$ cat config.mk
export PLATFORM = sky130hd
export DESIGN_NAME = spi_bus_ctrl_flat
export DESIGN_NICKNAME = d
export VERILOG_FILES = /design/src/rtl/spi_bus_ctrl_pkg.sv /design/src/rtl/spi_bus_ctrl_if.sv /design/src/rtl/spi_bus_ctrl_sync_fifo.sv /design/src/rtl/spi_bus_ctrl.sv /design/src/flat_wrapper.sv
export SDC_FILE = /design/constraint.sdc
export NUM_CORES = 1
export LEC_CHECK = 0
export ABC_AREA = 1
export ABC_CLOCK_PERIOD_IN_PS = 3700
export CORE_ASPECT_RATIO = 0.7
export CORE_UTILIZATION = 56
export DETAILED_ROUTE_END_ITERATION = 8
export PLACE_DENSITY = 0.82
export SLEW_MARGIN = 20
export SYNTH_ARGS = -nofsm -noshare
export SYNTH_HDL_FRONTEND = slang
export SYNTH_HIERARCHICAL = 1
export SYNTH_SLANG_ARGS = --single-unit
$ cat constraint.sdc
create_clock -name clk -period 3.7 [get_ports clk]
set_clock_uncertainty 0.1 [all_clocks]
set_input_delay 0.74 -clock clk [delete_from_list [all_inputs] [get_ports clk]]
set_output_delay 0.74 -clock clk [all_outputs]
set_load 0.05 [all_outputs]
$ cat src/rtl/spi_bus_ctrl_pkg.sv
// Shared definitions for the SPI bus controller: register map, CTRL/STATUS
// bit positions, FSM states and the transfer-length helper.
package spi_bus_ctrl_pkg;

    localparam logic [1:0] REG_DATA   = 2'd0;
    localparam logic [1:0] REG_CTRL   = 2'd1;
    localparam logic [1:0] REG_STATUS = 2'd2;

    localparam int unsigned CTRL_DIV_LSB   = 0;
    localparam int unsigned CTRL_BITS_LSB  = 8;
    localparam int unsigned CTRL_SS_BIT    = 16;
    localparam int unsigned CTRL_IRQEN_BIT = 17;

    localparam int unsigned STAT_TX_FULL  = 0;
    localparam int unsigned STAT_TX_EMPTY = 1;
    localparam int unsigned STAT_RX_FULL  = 2;
    localparam int unsigned STAT_RX_EMPTY = 3;
    localparam int unsigned STAT_ACTIVE   = 4;
    localparam int unsigned STAT_RX_OVF   = 5;

    typedef enum logic [2:0] {
        ST_IDLE,
        ST_LAUNCH,
        ST_WAIT_HI,
        ST_WAIT_LO,
        ST_CAPTURE
    } state_t;

    // Effective transfer length: 0 means 32; values above 32 are clamped to 32
    function automatic logic [5:0] eff_len(input logic [5:0] bits);
        return ((bits == 6'd0) || (bits > 6'd32)) ? 6'd32 : bits;
    endfunction

endpackage

$ cat src/rtl/spi_bus_ctrl_if.sv
// CPU peripheral-bus side of the SPI controller.
interface spi_bus_ctrl_if;
    logic        sel;
    logic        wr;
    logic        rd;
    logic [1:0]  addr;
    logic [31:0] wdata;
    logic [31:0] rdata;
    logic        irq;

    modport slave  (input sel, wr, rd, addr, wdata, output rdata, irq);
    modport master (output sel, wr, rd, addr, wdata, input rdata, irq);
endinterface

$ cat src/rtl/spi_bus_ctrl_sync_fifo.sv
// Synchronous FIFO with MSB-compare full/empty; pushes when full and pops
// when empty are ignored.
module sync_fifo #(
    parameter int unsigned WIDTH = 32,
    parameter int unsigned DEPTH = 4
) (
    input  logic             clk,
    input  logic             resetb,
    input  logic             i_push,
    input  logic [WIDTH-1:0] i_din,
    input  logic             i_pop,
    output logic             o_full,
    output logic             o_empty,
    output logic [WIDTH-1:0] o_head
);
    localparam int unsigned AW = $clog2(DEPTH);

    logic [AW:0]      r_wptr;
    logic [AW:0]      r_rptr;
    logic [WIDTH-1:0] r_mem [DEPTH];
    logic             w_push;
    logic             w_pop;

    assign o_empty = (r_wptr == r_rptr);
    assign o_full  = (r_wptr[AW] != r_rptr[AW]) && (r_wptr[AW-1:0] == r_rptr[AW-1:0]);
    assign w_push  = i_push & ~o_full;
    assign w_pop   = i_pop & ~o_empty;
    assign o_head  = r_mem[r_rptr[AW-1:0]];

    always_ff @(posedge clk or negedge resetb) begin
        if (!resetb) begin
            r_wptr <= '0;
            r_rptr <= '0;
        end else begin
            if (w_push) r_wptr <= r_wptr + 1'b1;
            if (w_pop)  r_rptr <= r_rptr + 1'b1;
        end
    end

    always_ff @(posedge clk) begin
        if (w_push) r_mem[r_wptr[AW-1:0]] <= i_din;
    end

endmodule

$ cat src/rtl/spi_bus_ctrl.sv
// Memory-mapped front end for spi_master: TX/RX FIFOs, CTRL/STATUS
// registers and a transfer sequencer launching one transfer per TX entry.
module spi_bus_ctrl
    import spi_bus_ctrl_pkg::*;
#(
    parameter int unsigned FIFO_DEPTH = 4,
    parameter logic [7:0]  DIV_RST    = 8'd15,
    parameter logic [5:0]  BITS_RST   = 6'd8
) (
    input  logic          clk,
    input  logic          resetb,
    spi_bus_ctrl_if.slave bus,
    output logic          spi_wr,
    output logic [31:0]   spi_din,
    output logic [7:0]    spi_divider,
    output logic [5:0]    spi_bits,
    input  logic          spi_busy,
    input  logic [31:0]   spi_dout,
    output logic          ss_n
);
    state_t      r_state;
    state_t      w_next;
    logic [7:0]  r_div;
    logic [5:0]  r_bits;
    logic        r_ss;
    logic        r_irq_en;
    logic        r_ovf;
    logic [31:0] r_din;
    logic [5:0]  r_len;

    logic        w_data_wr, w_data_rd, w_ctrl_wr, w_stat_wr;
    logic        w_tx_full, w_tx_empty, w_rx_full, w_rx_empty;
    logic [31:0] w_tx_head, w_rx_head;
    logic        w_launch, w_capture, w_load;
    logic [5:0]  w_len;
    logic [31:0] w_rx_word;
    logic        w_active;

    assign w_data_wr = bus.sel & bus.wr & (bus.addr == REG_DATA);
    assign w_data_rd = bus.sel & bus.rd & (bus.addr == REG_DATA);
    assign w_ctrl_wr = bus.sel & bus.wr & (bus.addr == REG_CTRL);
    assign w_stat_wr = bus.sel & bus.wr & (bus.addr == REG_STATUS);

    assign w_launch  = (r_state == ST_LAUNCH);
    assign w_capture = (r_state == ST_CAPTURE);
    // Word and length are latched on the IDLE->LAUNCH edge so spi_din is valid alongside spi_wr
    assign w_load    = (r_state == ST_IDLE) & ~w_tx_empty;
    assign w_len     = eff_len(r_bits);
    assign w_rx_word = spi_dout & (32'hFFFF_FFFF >> (6'd32 - r_len));
    assign w_active  = (r_state != ST_IDLE) | ~w_tx_empty;

    sync_fifo #(.WIDTH(32), .DEPTH(FIFO_DEPTH)) u_tx_fifo (
        .clk     (clk),
        .resetb  (resetb),
        .i_push  (w_data_wr),
        .i_din   (bus.wdata),
        .i_pop   (w_launch),
        .o_full  (w_tx_full),
        .o_empty (w_tx_empty),
        .o_head  (w_tx_head)
    );

    sync_fifo #(.WIDTH(32), .DEPTH(FIFO_DEPTH)) u_rx_fifo (
        .clk     (clk),
        .resetb  (resetb),
        .i_push  (w_capture),
        .i_din   (w_rx_word),
        .i_pop   (w_data_rd),
        .o_full  (w_rx_full),
        .o_empty (w_rx_empty),
        .o_head  (w_rx_head)
    );

    always_ff @(posedge clk or negedge resetb) begin
        if (!resetb) r_state <= ST_IDLE;
        else         r_state <= w_next;
    end

    always_comb begin
        w_next = r_state;
        case (r_state)
            ST_IDLE:    if (!w_tx_empty) w_next = ST_LAUNCH;
            ST_LAUNCH:  w_next = ST_WAIT_HI;
            ST_WAIT_HI: if (spi_busy) w_next = ST_WAIT_LO;
            ST_WAIT_LO: if (!spi_busy) w_next = ST_CAPTURE;
            ST_CAPTURE: w_next = ST_IDLE;
            default:    w_next = ST_IDLE;
        endcase
    end

    always_ff @(posedge clk or negedge resetb) begin
        if (!resetb) begin
            r_div    <= DIV_RST;
            r_bits   <= BITS_RST;
            r_ss     <= 1'b0;
            r_irq_en <= 1'b0;
            r_ovf    <= 1'b0;
            r_din    <= '0;
            r_len    <= 6'd32;
        end else begin
            if (w_ctrl_wr) begin
                r_div    <= bus.wdata[CTRL_DIV_LSB +: 8];
                r_bits   <= bus.wdata[CTRL_BITS_LSB +: 6];
                r_ss     <= bus.wdata[CTRL_SS_BIT];
                r_irq_en <= bus.wdata[CTRL_IRQEN_BIT];
            end
            if (w_capture && w_rx_full)
                r_ovf <= 1'b1;
            else if (w_stat_wr && bus.wdata[STAT_RX_OVF])
                r_ovf <= 1'b0;
            if (w_load) begin
                r_din <= w_tx_head << (6'd32 - w_len);
                r_len <= w_len;
            end
        end
    end

    always_comb begin
        bus.rdata = '0;
        case (bus.addr)
            REG_DATA:   bus.rdata = w_rx_empty ? 32'd0 : w_rx_head;
            REG_CTRL: begin
                bus.rdata[CTRL_DIV_LSB +: 8]  = r_div;
                bus.rdata[CTRL_BITS_LSB +: 6] = r_bits;
                bus.rdata[CTRL_SS_BIT]        = r_ss;
                bus.rdata[CTRL_IRQEN_BIT]     = r_irq_en;
            end
            REG_STATUS: begin
                bus.rdata[STAT_TX_FULL]  = w_tx_full;
                bus.rdata[STAT_TX_EMPTY] = w_tx_empty;
                bus.rdata[STAT_RX_FULL]  = w_rx_full;
                bus.rdata[STAT_RX_EMPTY] = w_rx_empty;
                bus.rdata[STAT_ACTIVE]   = w_active;
                bus.rdata[STAT_RX_OVF]   = r_ovf;
            end
            default:    bus.rdata = '0;
        endcase
    end

    assign bus.irq     = r_irq_en & (~w_rx_empty | r_ovf);
    assign spi_wr      = w_launch;
    assign spi_din     = r_din;
    assign spi_divider = r_div;
    assign spi_bits    = r_bits;
    assign ss_n        = ~r_ss;

endmodule

$ cat src/flat_wrapper.sv
// flat-port wrapper written by rule: the top's interface ports become plain ports
module spi_bus_ctrl_flat import spi_bus_ctrl_pkg::*;
#(
    parameter int unsigned FIFO_DEPTH = 4,
    parameter logic [7:0]  DIV_RST    = 8'd15,
    parameter logic [5:0]  BITS_RST   = 6'd8
)
  (clk, resetb, spi_wr, spi_din, spi_divider, spi_bits, spi_busy, spi_dout, ss_n, bus_sel, bus_wr, bus_rd, bus_addr, bus_wdata, bus_rdata, bus_irq);
  spi_bus_ctrl_if bus_i ();
  input  logic clk;
  input  logic resetb;
  output logic spi_wr;
  output logic [31:0] spi_din;
  output logic [7:0] spi_divider;
  output logic [5:0] spi_bits;
  input  logic spi_busy;
  input  logic [31:0] spi_dout;
  output logic ss_n;
  input wire logic [$bits(bus_i.sel)-1:0] bus_sel;
  input wire logic [$bits(bus_i.wr)-1:0] bus_wr;
  input wire logic [$bits(bus_i.rd)-1:0] bus_rd;
  input wire logic [$bits(bus_i.addr)-1:0] bus_addr;
  input wire logic [$bits(bus_i.wdata)-1:0] bus_wdata;
  output wire logic [$bits(bus_i.rdata)-1:0] bus_rdata;
  output wire logic [$bits(bus_i.irq)-1:0] bus_irq;
  assign bus_i.sel = bus_sel;
  assign bus_i.wr = bus_wr;
  assign bus_i.rd = bus_rd;
  assign bus_i.addr = bus_addr;
  assign bus_i.wdata = bus_wdata;
  assign bus_rdata = bus_i.rdata;
  assign bus_irq = bus_i.irq;
  spi_bus_ctrl #(.FIFO_DEPTH(FIFO_DEPTH), .DIV_RST(DIV_RST), .BITS_RST(BITS_RST)) u_core (.clk(clk), .resetb(resetb), .bus(bus_i), .spi_wr(spi_wr), .spi_din(spi_din), .spi_divider(spi_divider), .spi_bits(spi_bits), .spi_busy(spi_busy), .spi_dout(spi_dout), .ss_n(ss_n));
endmodule
==> results of run 1 <==
[kinds of logic after synthesis]
family | count (synthesis) | synth area share [%]
XOR/XNOR | 6 | 0.492
adder cells (fa/ha/maj) | 15 | 1.23
multiplexers | 8 | 0.591
AND/OR/NAND/NOR | 733 | 20.7
buffers and inverters | 201 | 5.68
AO/OA/AOI/OAI | 263 | 9.31
flip-flops | 326 | 62.0
[per-layer routing]
metal / vias to the layer above / share of wire, % / GRT usage, %
met5: - / 0 / 0
met4: 0 / 1.8 / 7.17
met3: 52 / 12 / 6.62
met2: 700 / 44 / 41.3
met1: 5825 / 42 / 43.4
li1: 5623 / - / -
[through the flow]
stage                     instances  util, %
final                          2075     68.9
after global placement         2016     65.1
after CTS                      2072     68.9
after floorplan                1552        -
after detailed placement       2016     65.1
after global routing           2075     68.9
[synth_stat cells, drive strengths merged]
cell type  number
nand3b          1
buf            58
edfxtp        256
mux2            8
nand2         292
or2             1
a22oi           2
dfstp           6
nor2          210
nand3         223
inv           118
o211ai          2
and2            1
a21oi          17
xor2            4
a22o            3
nand4           1
nor3b           1
ha             15
o21ai         174
clkbuf         25
a31oi           1
nor3            3
xnor2           2
dfrtp          64
o22ai          64
[registers in the layout (all words and copies together) (netlist names)]
register / flops
u_core/r_ss: 1
u_core/u_rx_fifo/r_wptr: 3
u_core/u_rx_fifo/r_rptr: 3
u_core/r_state: 3
u_core/spi_din: 32
u_core/u_tx_fifo/r_wptr: 3
u_core/u_rx_fifo/r_mem: 128
u_core/u_tx_fifo/r_rptr: 3
u_core/r_irq_en: 1
u_core/u_tx_fifo/r_mem: 128
u_core/spi_bits: 6
u_core/spi_divider: 8
u_core/r_len: 6
u_core/r_ovf: 1
[path summary, 6_finish.rpt]
check / startpoint / endpoint / slack [ps]
setup / recovery: u_core/u_tx_fifo/r_rptr[0]$_DFFE_PN0P_ / bus_rdata[4] / 220
hold / removal: resetb / u_core/spi_din[30]$_DFFE_PN0P_ / 140
setup reg to reg: u_core/spi_bits[1]$_DFFE_PN0P_ / u_core/spi_din[18]$_DFFE_PN0P_ / 490
hold reg to reg: u_core/spi_din[19]$_DFFE_PN0P_ / u_core/spi_din[19]$_DFFE_PN0P_ / 380
max in group asynchronous: resetb / u_core/r_len[5]$_DFFE_PN1P_ / 2650
min in group clk: u_core/spi_din[19]$_DFFE_PN0P_ / u_core/spi_din[19]$_DFFE_PN0P_ / 380
[cell type report]
type	count	area [um^2]	share of cell area, %
Timing Repair Buffer	184	2090	11.3
Antenna cell	2	5.00	0.0272
Clock inverter	15	174	0.944
Clock buffer	41	843	4.58
Multi-Input combinational cell	1025	4950	26.9
Inverter	118	447	2.43
Tap cell	364	455	2.47
Sequential cell	326	9450	51.3
[power groups by stage]
stage,combinational [mW],clock (mW),sequential [mW]
finish,7.77,3.12,4.90
global route,8.37,3.30,4.94
CTS,7.61,3.14,4.90
detailed placement,7.54,0,4.95
global placement,7.37,0,4.94
floorplan,4.55,0,5.49
[worst max-delay path: cells and delay by family, from the launching register on]
kind	cells	cell delay (ps)
AO/OA/AOI/OAI	1	130
buffers and inverters	4	990
flip-flops	1	370
AND/OR/NAND/NOR	4	570
[repair_timing]
action                     in CTS  in global routing
gates resized for setup         0                  2
setup endpoints to repair       0                 16
setup buffers                   0                  1
==> results by group, run 1 <==
Timing
  • RSZ-0062 raised after global routing: no
  • Slew Limit Headroom: 43.8%
  • Setup tns final: 0 ps
  • Final setup viols: 0
  • Final Hold Fails: 0
  • Post-route minimum period: around 3500 ps
  • Final worst path period share: 94.1%
  • Slew @ Worst Pin: 841 ps
  • Worst Hold Slack: 139 ps
  • Max Clk Rate: 287 MHz
  • Setup ws final: approximately 220 ps
  • Max-slew violations: 0

Power and ir drop
  • Final Power: 15.8 mW
  • Sw Pwr: 7.02 mW
  • Clk pwr share: 19.8%
  • Cell-internal power: slightly below 9 mW
  • PwrDens: 857 nW/um^2
  • VDD IR max: 0.591 mV
  • Comb pwr share: 49.2%
  • Seq pwr share: between 30% and 40%
  • Switching share of power: ~44%
  • Pleak: around 7.4 nW

Outcome
  • Status: completed

Place
  • GPL Wtd Cong: approximately 0.93
  • DP Worst Slack: 325 ps
  • DP HPWL: 26600 um
  • DP Area: between 15000 and 20000 um^2
  • IO buf count: 152

Clocking
  • Hold_buf cts: 0
  • CTS sink count: about 330
  • Worst-skew pair later-pin latency: 550 ps
  • CTS tree: yes
  • Cts bufs inserted: 30
  • Max clock buf depth: 3
  • Clk Tree Root Cell: clkbuf_16
  • Reg clk slew, reported paths: 60 ps
  • CTS HTree Levels: 1

Global route
  • GRT Resource Usage Total: between 20 and 30%
  • Largest net degree at the start of global routing: roughly 70
  • Grt ovf: 0
  • Initial antenna violation count: 2
  • Vias in the first global route: ~11000
  • Global-route wire length before repair: ~61000 um

Worst setup path
  • Critical path's most frequent cell: inv_1
  • Max stage delay on crit path: about 540 ps
  • Worst path cell trace: buf_4 -> nand2_2 -> nand2_4 -> nand3_2 -> inv_1 -> nand3_1 -> inv_1 -> o21ai_0 -> buf_12
  • Crit path capture type: primary output
  • Crit-path max FO: 67
  • FF-to-FF path depth: 16
  • Critical Path Source Type: register
  • Required arrival time at the worst endpoint: 2860 ps
  • CP max stage cell: buf_4
  • Setup CP Type: register to primary output
  • Arrival time at the worst endpoint: 2640 ps

Detailed routing
  • DRC viols: 0
  • Pre-antenna DRT Iters: 6
  • Initial DRC count: 1508
  • Wire per inst: approximately 19 um
  • Routed Antenna Nets: 0
  • Routed WL: 39900 um
  • Vias after detailed routing: ~12000
  • DR vias/cell: slightly below 6

Floorplanning
  • I/O Pins: around 150
  • Die Footprint: 27900 um^2
  • Chip Width: ~200 um
  • Die H: 140 um
  • Starting Density: 57.1%
  • Row Count: 50
  • Core area: 26700 um^2

Synth
  • Sequential fraction of the synthesis area: 62.0%
  • Yosys cell types: 39
  • Post-Syn Area: 15200 um^2
  • Yosys top cell area share: approximately half
  • Post-synthesis net count: around 1600
  • #FFs+latches synth: approximately 330
  • YS warnings: 6
  • Synth top area cells: edfxtp_1 50%, dfrtp_1 11%, nand3_1 7.1%
  • Synth area leader: edfxtp_1
  • Gate Count Post-Synth: 1552
  • Syn_area_per_cell: 9.82 um^2

Hold path
  • Hold Path Class: primary input to async pin

Job
  • Max-Cap Viols: 0

Finish
  • Share of cells above drive strength 1: 10.1%
  • Leading cell type in the layout, fill and taps excluded: nand2_1
  • Commonest non-fill, non-tap cells in the layout: 282 x nand2_1, 256 x edfxtp_1, 217 x nand3_1
  • Final #Nets: 1772
  • P&R area growth vs syn: 20.8%
  • Fillers: 1880
  • Final instance area: 18400 um^2
Power figures use the tool's default switching activity.
==> run 2: changes to the inputs <==
--- a/config.mk
+++ b/config.mk
@@ -5,7 +5,6 @@
 export SDC_FILE = /design/constraint.sdc
 export NUM_CORES = 1
 export LEC_CHECK = 0
-export ABC_AREA = 1
 export ABC_CLOCK_PERIOD_IN_PS = 3700
 export CORE_ASPECT_RATIO = 0.7
 export CORE_UTILIZATION = 56
==> run 2 against run 1 <==
Compared with the run above:
- clock power grew 4%
- highest routed layer is now met5
- largest cell class unchanged
- sequential share of layout area shrank 0.56 points
- combinational power grew 2%
==> results by group, run 2 <==
Timing
  • Slew Limit Headroom: 35.6% (was 43.8%)
  • Final setup viols: 0 (unchanged)
  • RSZ-0062 raised after global routing: no (unchanged)
  • Max-slew violations: 0 (unchanged)
  • Setup tns final: 0 ps (unchanged)
  • Max Clk Rate: 279 MHz (was 287 MHz)
  • Slew @ Worst Pin: 965 ps (was 841 ps)
  • Post-route minimum period: 3580 ps (was 3480 ps)
  • Final Hold Fails: 0 (unchanged)
  • Final worst path period share: 96.7% (was 94.1%)

Power and ir drop
  • Sw Pwr: 6.65 mW (was 7.02 mW)
  • Final Power: 16.2 mW (was 15.8 mW)
  • Seq pwr share: 30.9% (was 31.0%)
  • PwrDens: 869 nW/um^2 (was 857 nW/um^2)
  • VDD IR max: 0.511 mV (was 0.591 mV)
  • Cell-internal power: 9.52 mW (was 8.77 mW)
  • Switching share of power: 41.1% (was 44.5%)
  • Pleak: 6.71 nW (was 7.35 nW)
  • Comb pwr share: 49.0% (was 49.2%)
  • Clk pwr share: 20.1% (was 19.8%)

Detailed routing
  • Vias after detailed routing: 9934 (was 12200)
  • Initial DRC count: 1324 (was 1508)
  • DR vias/cell: 6.39 (was 5.88)
  • Routed WL: 38900 um (was 39900 um)
  • DRC viols: 0 (unchanged)
  • Pre-antenna DRT Iters: 6 (unchanged)
  • Routed Antenna Nets: 0 (unchanged)
  • Wire per inst: 25.0 um (was 19.2 um)

Clocking
  • Reg clk slew, reported paths: 70 ps (was 60 ps)
  • CTS tree: yes (unchanged)
  • Max clock buf depth: 3 (unchanged)
  • Cts bufs inserted: 31 (was 30)
  • Post-CTS Setup Repair Bufs: 0 (unchanged)
  • CTS sink count: 326 (unchanged)
  • Worst-skew pair later-pin latency: 590 ps (was 550 ps)
  • Clk Tree Root Cell: clkbuf_16 (unchanged)
  • CTS HTree Levels: 1 (unchanged)

Synth
  • Post-synth EDFFs: 256 (unchanged)
  • Yosys cell types: 75 (was 39)
  • Synth top area cells: edfxtp_1 50%, mux4_2 11%, dfrtp_1 10% (was edfxtp_1 50%, dfrtp_1 11%, nand3_1 7.1%)
  • Top-count cell post-synth: edfxtp_1 (was nand2_1)
  • Sequential fraction of the synthesis area: 61.9% (was 62.0%)
  • Synth area leader: edfxtp_1 (unchanged)
  • #FFs+latches synth: 326 (unchanged)
  • Post-Syn Area: 15300 um^2 (was 15200 um^2)
  • Post-synthesis net count: 1084 (was 1639)
  • Post-synth top cells: 256 x edfxtp_1, 83 x nand2_1, 76 x mux4_2 (was 282 x nand2_1, 256 x edfxtp_1, 217 x nand3_1)
  • Gate Count Post-Synth: 997 (was 1552)
  • Synth async-reset ratio: 21.5% (unchanged)
  • Yosys top cell area share: 50.3% (was 50.4%)
  • YS warnings: 6 (unchanged)
  • Syn_area_per_cell: 15.3 um^2 (was 9.82 um^2)
  • Synth Flop Type: edfxtp_1 (unchanged)

Floorplanning
  • Die Footprint: 27900 um^2 (about the same)
  • Starting Density: 57.0% (was 57.1%)
  • I/O Pins: 153 (unchanged)
  • Die H: 140 um (about the same)
  • Chip Width: 199 um (about the same)
  • Core area: 26800 um^2 (was 26700 um^2)
  • Row Count: 50 (unchanged)

Global route
  • Vias in the first global route: 9608 (was 11100)
  • Global-route wire length before repair: 59400 um (was 61000 um)
  • Largest net degree at the start of global routing: 71 (was 68)
  • Initial antenna violation count: 1 (was 2)
  • Grt ovf: 0 (unchanged)
  • GRT Resource Usage Total: 28.6% (was 28.5%)

Worst setup path
  • R2r startpoint: u_core/spi_bits[5]$_DFFE_PN0P_ (was u_core/spi_bits[1]$_DFFE_PN0P_)
  • Arrival time at the worst endpoint: 2740 ps (was 2640 ps)
  • Worst path cell trace: xor2_2 -> nor3_1 -> buf_4 -> nor3_2 -> buf_4 -> a22o_1 -> buf_12 (was buf_4 -> nand2_2 -> nand2_4 -> nand3_2 -> inv_1 -> nand3_1 -> inv_1 -> o21ai_0 -> buf_12)
  • Max stage delay on crit path: 580 ps (was 540 ps)
  • Reg2reg end: u_core/spi_din[28]$_DFFE_PN0P_ (was u_core/spi_din[18]$_DFFE_PN0P_)
  • Worst R2R Setup Slack: 480 ps (was 490 ps)
  • Crit-path max FO: 10 (was 67)
  • Critical path's most frequent cell: buf_4 (was inv_1)
  • CP max stage cell: dfrtp_4 (was buf_4)
  • Required arrival time at the worst endpoint: 2860 ps (about the same)
  • Crit path capture type: primary output (unchanged)
  • Critical Path Source Type: register (unchanged)
  • FF-to-FF path depth: 9 (was 16)
  • Setup CP Type: register to primary output (unchanged)

Outcome
  • Status: completed (unchanged)

Hold path
  • Hold Path Class: primary input to async pin (unchanged)

Finish
  • P&R area growth vs syn: 22.0% (was 20.8%)
  • Area of the multi-input gates: 5410 um^2 (was 4950 um^2)
  • Share of cells above drive strength 1: 22.8% (was 10.1%)
  • Fillers: 1792 (was 1880)
  • Leading cell type in the layout, fill and taps excluded: edfxtp_1 (was nand2_1)
  • Flip-flop and latch area: 9450 um^2 (about the same)
  • Commonest non-fill, non-tap cells in the layout: 256 x edfxtp_1, 118 x clkdlybuf4s50_1, 83 x nand2_1 (was 282 x nand2_1, 256 x edfxtp_1, 217 x nand3_1)
  • Final #Nets: 1252 (was 1772)

Place
  • GPL Wtd Cong: 0.937 (was 0.934)
  • IO buf count: 152 (unchanged)
  • DP HPWL: 26000 um (was 26600 um)

Job
  • Max-Cap Viols: 0 (unchanged)
[run 2: power groups by stage]
stage               sequential [mW]  clock (mW)  combinational, mW
global route                   5.04        3.42               8.38
finish                         4.99        3.25               7.93
CTS                            4.99        3.28               7.79
global placement               5.04           0               7.56
floorplan                      5.49           0               4.72
detailed placement             5.06           0               7.71
[run 2: critical path: cells and delay by family (launching register included)]
| family | cells | cell delay [ps] |
|---|---|---|
| AOI/OAI and AO/OA | 1 | 270 |
| DFF | 1 | 580 |
| buffers and inverters | 3 | 590 |
| xor gates and xnor gates | 1 | 340 |
| and+or+nand+nor | 2 | 360 |
[run 2: final cells by class]
class / instances / area share [%]
Multi-Input combinational cell: 591 / 29.0
Timing Repair Buffer: 194 / 11.7
Clock buffer: 43 / 4.62
Tap cell: 364 / 2.45
Antenna cell: 1 / 0.0134
Clock inverter: 15 / 0.954
Sequential cell: 326 / 50.8
Inverter: 21 / 0.437
[run 2: per-layer routing]
metal	up-vias	track usage, %	wire length (um)
met2	566	40.2	16800
met4	2	5.06	590
met1	5093	46.4	17300
met3	48	6.00	4190
li1	4225	-	-
met5	-	0	12
[run 2: kinds of logic after synthesis]
family | count (synthesis) | synth area share, %
compound gates | 159 | 7.44
xor+xnor | 26 | 2.06
fa+ha+maj | 15 | 1.23
buf+inv | 80 | 2.88
flops | 326 | 61.9
mux | 155 | 16.6
simple gates | 236 | 7.90
[run 2: timing repair]
item / in CTS / in global routing
resized for setup: 2 / 6
setup endpoints to repair: 11 / 7
pin swaps: 0 / 0
hold buffers: 0 / 0
[run 2: metrics by stage]
step	instances	hold slack (ps)	instance area (um^2)	setup slack (ps)	utilization, %
global placement	1496	373	17600	556	65.6
finish	1555	211	18600	121	69.5
detailed placement	1496	390	17600	518	65.6
floorplan	997	344	15300	314	-
CTS	1554	229	18600	11.7	69.5
global route	1554	259	18600	26.5	69.5
[run 2: worst max-delay path by stage]
stage / start / end / cells after the start
after floorplan: u_core/spi_bits[0]$_DFFE_PN0P_ / u_core/spi_din[21]$_DFFE_PN0P_ / 15
after global placement: u_core/u_rx_fifo/r_rptr[0]$_DFFE_PN0P_ / bus_rdata[9] / 5
after detailed placement: u_core/u_rx_fifo/r_rptr[0]$_DFFE_PN0P_ / bus_rdata[10] / 5
after CTS: u_core/u_rx_fifo/r_rptr[0]$_DFFE_PN0P_ / bus_rdata[2] / 7
after global routing: u_core/u_rx_fifo/r_rptr[0]$_DFFE_PN0P_ / bus_rdata[10] / 7
final: u_core/u_rx_fifo/r_rptr[0]$_DFFE_PN0P_ / bus_rdata[10] / 7
